$ cat config.mk
export PLATFORM = sky130hd
export DESIGN_NAME = logic_gate_pipe
export DESIGN_NICKNAME = d
export VERILOG_FILES = /design/src/rtl/logic_gate_pipe.sv
export SDC_FILE = /design/constraint.sdc
export NUM_CORES = 1
export LEC_CHECK = 0
export BUFFER_PORTS_ARGS = -buffer_cell sky130_fd_sc_hd__buf_2
export CAP_MARGIN = 20
export CORE_AREA = 5 5 78 80
export CTS_CLUSTER_SIZE = 25
export DETAILED_ROUTE_END_ITERATION = 6
export DIE_AREA = 0 0 83 85
export HOLD_SLACK_MARGIN = 0.1
export PLACE_DENSITY_LB_ADDON = 0.2
export SKIP_LAST_GASP = 1
export SYNTH_ARGS = -nofsm -noshare
export SYNTH_HDL_FRONTEND = slang
export SYNTH_SLANG_ARGS = --single-unit
$ cat constraint.sdc
create_clock -name clk -period 2.7 [get_ports clk]
set_clock_uncertainty 0.05 [all_clocks]
set_input_delay 0.54 -clock clk [delete_from_list [all_inputs] [get_ports clk]]
set_output_delay 0.54 -clock clk [all_outputs]
set_load 0.005 [all_outputs]
$ cat src/rtl/logic_gate_pipe.sv
// Handshaked WIDTH-bit logic unit (AND/OR/XOR/NAND) whose registered results are
// buffered in a DEPTH-entry first-word-fall-through FIFO, plus a consumed-result counter.
module logic_gate_pipe #(
    parameter int WIDTH = 8,
    parameter int DEPTH = 4
) (
    input  logic                       clk,
    input  logic                       rst,
    input  logic                       in_valid,
    output logic                       in_ready,
    input  logic [WIDTH-1:0]           a,
    input  logic [WIDTH-1:0]           b,
    input  logic [1:0]                 op,
    output logic                       out_valid,
    input  logic                       out_ready,
    output logic [WIDTH-1:0]           y,
    output logic                       zero,
    output logic [$clog2(DEPTH+1)-1:0] count,
    output logic [15:0]                ops_done
);
    localparam int CW = $clog2(DEPTH + 1);
    localparam int PW = $clog2(DEPTH);
    localparam logic [CW-1:0] FULL = CW'(DEPTH);

    typedef enum logic [1:0] {
        OP_AND  = 2'b00,
        OP_OR   = 2'b01,
        OP_XOR  = 2'b10,
        OP_NAND = 2'b11
    } op_e;

    logic [WIDTH-1:0] mem [DEPTH];
    logic [PW-1:0]    head;
    logic [PW-1:0]    tail;
    logic [WIDTH-1:0] result;
    logic             push;
    logic             pop;

    // Status comes from registered occupancy only; full/empty never compare pointers.
    assign in_ready  = !rst && (count != FULL);
    assign out_valid = (count != '0);
    assign y         = out_valid ? mem[head] : '0;
    assign zero      = out_valid && (y == '0);
    assign push      = in_valid && in_ready;
    assign pop       = out_valid && out_ready;

    // NOTE: result gets a value before the case so no path leaves it unassigned (no latch).
    always_comb begin
        result = a & b;
        case (op_e'(op))
            OP_AND:  result = a & b;
            OP_OR:   result = a | b;
            OP_XOR:  result = a ^ b;
            OP_NAND: result = ~(a & b);
            default: result = a & b;
        endcase
    end

    // NOTE: non-blocking assignments so every register samples pre-edge values.
    always_ff @(posedge clk or posedge rst) begin
        if (rst) begin
            head     <= '0;
            tail     <= '0;
            count    <= '0;
            ops_done <= '0;
        end else begin
            if (push) begin
                tail <= tail + PW'(1);
            end
            if (pop) begin
                head     <= head + PW'(1);
                ops_done <= ops_done + 16'd1;
            end
            case ({push, pop})
                2'b10:   count <= count + CW'(1);
                2'b01:   count <= count - CW'(1);
                default: count <= count;
            endcase
        end
    end

    // NOTE: storage is deliberately not reset; count gates every read, so stale words are never visible.
    always_ff @(posedge clk) begin
        if (push) begin
            mem[tail] <= result;
        end
    end

endmodule

== After elaboration in Yosys (flattened, before gate mapping) ==
Memories as Yosys holds them, arrays and structs flattened.
Cells that the tools add are included.
Word-level totals
  bits of input ports: 22
  flip-flop bits (word level): 23
  memories kept: 1
  memory bits (writable): 32
  word-level logic and storage cells: 34
Cells by class
  reduce and logical (&&, ||, !) cells: 9
  eq/ne operators: 6
  bitwise gates (word level): 4
  muxes and demuxes: 5
  $add $sub $neg: 5
Memories
  mem: words 4, width 8, rd ports 1, clocked after Yosys merged registers in 0, write ports 1, RTL line 32  | logic [WIDTH-1:0] mem [DEPTH];
Operators with widths (number)
  case mux 8 bit (4 select lines): 1
  adder 16 x 1 -> 16 bit (second input constant): 1
  bitwise AND 8 bit: 1
  logical NOT 8 bit: 1
  2-to-1 mux 8 bit: 1
  inverter 8 bit: 1
  bitwise OR 8 bit: 1
  XOR 8 bit: 1
  == test 2 bit (second input constant): 3
  case mux 3 bit (2 select lines): 1
  adder 2 x 1 -> 2 bit (second input constant): 2
  == test 2 x 1 -> 1 bit (second input constant): 2
  logical AND 1 bit: 4
  adder 3 x 1 -> 3 bit (second input constant): 1
  inequality test 3 bit (second input constant): 1
  nonzero test 3 bit: 1
  subtractor 3 x 1 -> 3 bit (second input constant): 1
  logical NOT 2 bit: 1
  2-to-1 mux 1 bit: 2
  nonzero test 2 bit: 1
  logical NOT 1 bit: 1

== Depth between registers and ports, before layout ==
  word-level depth: 5
  mapped depth: 10
  mapped depth without buffers: 10

== Least setup slack after synthesis ==
Ideal clock, no wire load.
  path type: reg2out
  start: register head[0]
  end: output zero
  path slack: 623 ps
  data arrival time: 1487 ps
  stages on the path, launching flop included: 6
  path buffers: 1
  cells stage by stage: dfrtp_1 > buf_6 > mux4_2 > nor4_1 > nand2_1 > nor4_2
Between the ends
  word-level cells in the longest chain between the ends: 4
RTL lines
  start, declared: RTL line 33  | logic [PW-1:0] head;
  start signal, assigned: RTL line 71  | head <= head + PW'(1);
  memory read (4 x 8 bit)
  2-to-1 mux 8 bit: RTL line 42  | assign y = out_valid ? mem[head] : '0;
  logical NOT 8 bit: RTL line 43  | assign zero = out_valid && (y == '0);
  logical AND 1 bit: RTL line 43
  end, declared: RTL line 17  | output logic zero,
Every way passes these cells.

== Worst setup path after layout ==
Ends and elaborated chain as after synthesis.

==> impl_metrics.tcl <==
set metrics [dict create \
    clock-root-buffer "clkbuf_8" \
    grtUsageTotal 0.143 \
    yosysMostFrequentCell "edfxtp_1" \
    maxSlewViolCount 0 \
    grt_max_degree 28 \
    cp.required_ps 2110 \
    io_pins 52 \
    highest_layer "met4" \
    r2r_setup_slack_ps 560 \
    remaining_drc_errors 0 \
    postLayoutCellArea_um2 3320 \
    grt_pass1_wl_um 8320 \
    placed_area_um2 3210 \
    crit_fanout 3 \
    ys_types 34 \
    cts_buffers 5 \
    p_switching_uw 856 \
    cpPeakStageDelay_ps 510 \
    place.gp.congestion 0.718 \
    hold_violations 0 \
    comb_power_share 0.362 \
    fin_nets 337 \
    end_kind "primary output" \
    antenna_left 0 \
    htreeDepth 2 \
    cpMaxStageDelayCell "mux4_2" \
    first_global_vias 1782 \
    netlist_top_cells_area "edfxtp_1 (33%), dfrtp_1 (20%), ha_1 (9.5%)" \
    wl_met2_um 2120 \
    path_cells "buf_4 -> mux4_2 -> nor4_2 -> nand2_1 -> nor4_2 -> buf_2" \
    synth-seq-area-share 0.531 \
    yosysTopAreaCell "edfxtp_1" \
    clk_pin_slew_ps 100 \
    globalRouteOverflowTotal 0 \
    start_util 0.542 \
    drt_iter0_markers 70 \
    max_freq_mhz 389 \
    p_int_uw 1750 \
    hold_slack_ps 368 \
    hold_class "in2async" \
    tightest_slew_ps 870 \
    avgRoutedWirePerCell_um 13.0 \
    die_height_um 85 \
    areaGrowthSynthToFinish_pct 15.0 \
    insertion_delay_ps 300 \
    vias 1803 \
    insertedDiodeCount 0 \
    p_leak_uw 0.00151 \
    cp_data_arrival_time_ps 1980 \
    wirelength_um 4750 \
    rsz0062_at_grt "yes" \
    power_density_nw_per_um2 783 \
    stdcell_count 365 \
    setup_tns_ps 0 \
    synth_nets 282 \
    place_inst 354 \
    synth_area_um2 2890 \
    rows 27 \
    die_w_um 83 \
    synth_edf_count 32 \
    cts_sinks 55 \
    netlist_instances 237 \
    antenna_found_initial 0 \
    slew-limit-headroom 0.419 \
    syn_avg_cell_area_um2 12.2 \
    power_frac_clock 0.167 \
    setup_viol 0 \
    drt_pass1_iterations 4 \
    cts_tree "done" \
    finalCritPeriodShare 0.953 \
    crit_path_frequent_cell "nor4_2" \
    viasPerCell 4.94 \
    wl_met1_um 2290 \
    seqPwrFrac 0.471 \
    synth-async-reset-ratio 0.418 \
    layout-drive-gt1-share 0.276 \
    ir_drop_uv 401 \
    cp-start-kind "flip-flop" \
    min_period_ps 2570 \
    crit_type "reg2out" \
    power.total_uw 2600 \
    core-area_um2 5340 \
    fp.dieArea_um2 7060 \
    portBuffers 51 \
    netlist.area_leader.share 0.332 \
    switching_share 0.329 \
    yosys-top-cells-count "edfxtp_1 (32), inv_1 (30), dfrtp_1 (23)" \
    clock_path_buffers 2 \
    ys_ff_latch 55 \
    route.met3.wl_um 277 \
    synthFlopType "edfxtp_1" \
    maxCapViolCount 0 \
    ys_warn_count 0 \
    status "completed" \
    hpwl_um 3670 \
]
==> layer usage <==
metal	global-route usage	vias up
li1	-	924
met1	0.199	831
met2	0.223	43
met3	0.0359	5
met4	0.0416	0
met5	0	-
==> kinds of logic after synthesis <==
kind of cell / synth area share
and+or+nand+nor: 0.117
muxes: 0.0852
adders and majority gates: 0.102
xor gates and xnor gates: 0.0636
DFF: 0.531
buffers and inverters: 0.0545
AOI/OAI and AO/OA: 0.0463
==> stage by stage <==
stage	setup WS, ps	utilization
2_1_floorplan	623	-
5_1_grt	-56.7	0.623
3_3_place_gp	346	0.601
6_report	127	0.623
3_5_place_dp	293	0.601
4_1_cts	36.1	0.617
==> layout make-up <==
cell class,count,area (um2)
multi-input combinational,144,1200
timing repair buffer,56,293
sequential,55,1540
clock inverter,3,18.8
tap,72,90.1
inverter,30,113
clock buffer,5,68.8
fill,454,2010
==> final timing paths <==
path / from / to / cells past startpoint
setup / recovery: head[0]$_DFFE_PP0P_ / zero / 6
min in group clk: ops_done[15]$_DFFE_PP0P_ / ops_done[15]$_DFFE_PP0P_ / 1
hold / removal: rst / count[2]$_DFFE_PP0P_ / 2
hold reg to reg: ops_done[15]$_DFFE_PP0P_ / ops_done[15]$_DFFE_PP0P_ / 1
setup reg to reg: count[0]$_DFFE_PP0P_ / count[2]$_DFFE_PP0P_ / 10
max in group asynchronous: rst / head[0]$_DFFE_PP0P_ / 2
==> repair_timing <==
action,4_1_cts,5_1_grt
setup buffers,0,3
setup endpoints to repair,1,1
resized for setup,1,1
hold buffers,0,0
==> flip-flops by register name (all words and copies together) (netlist names) <==
register	cells
mem	32
ops_done	16
count	3
head	2
tail	2
==> critical path: cells and delay by family, from the launching register on <==
family	cells	cell delay, ps
and+or+nand+nor	3	530
muxes	1	510
DFF	1	380
buffers and inverters	2	260
==> layout by cell type, fill, tap and decap left out, types with 5 or more instances in the layout <==
master,instances
buf_2,51
edfxtp_1,32
inv_1,30
ha_1,22
dfrtp_1,22
nand2_1,21
o21ai_0,15
xnor2_1,12
nor2_1,10
xor2_1,9
and2_1,9
mux4_2,7
clkbuf_8,5
buf_4,5
==> power groups by stage <==
stage | registers, uW | clock network [uW] | logic [uW]
after detailed placement | 1260 | 0 | 898
after floorplan | 1200 | 0 | 644
after global routing | 1250 | 487 | 1080
after CTS | 1240 | 450 | 900
after global placement | 1250 | 0 | 859
final | 1230 | 434 | 944
Power figures use the tool's default switching activity.
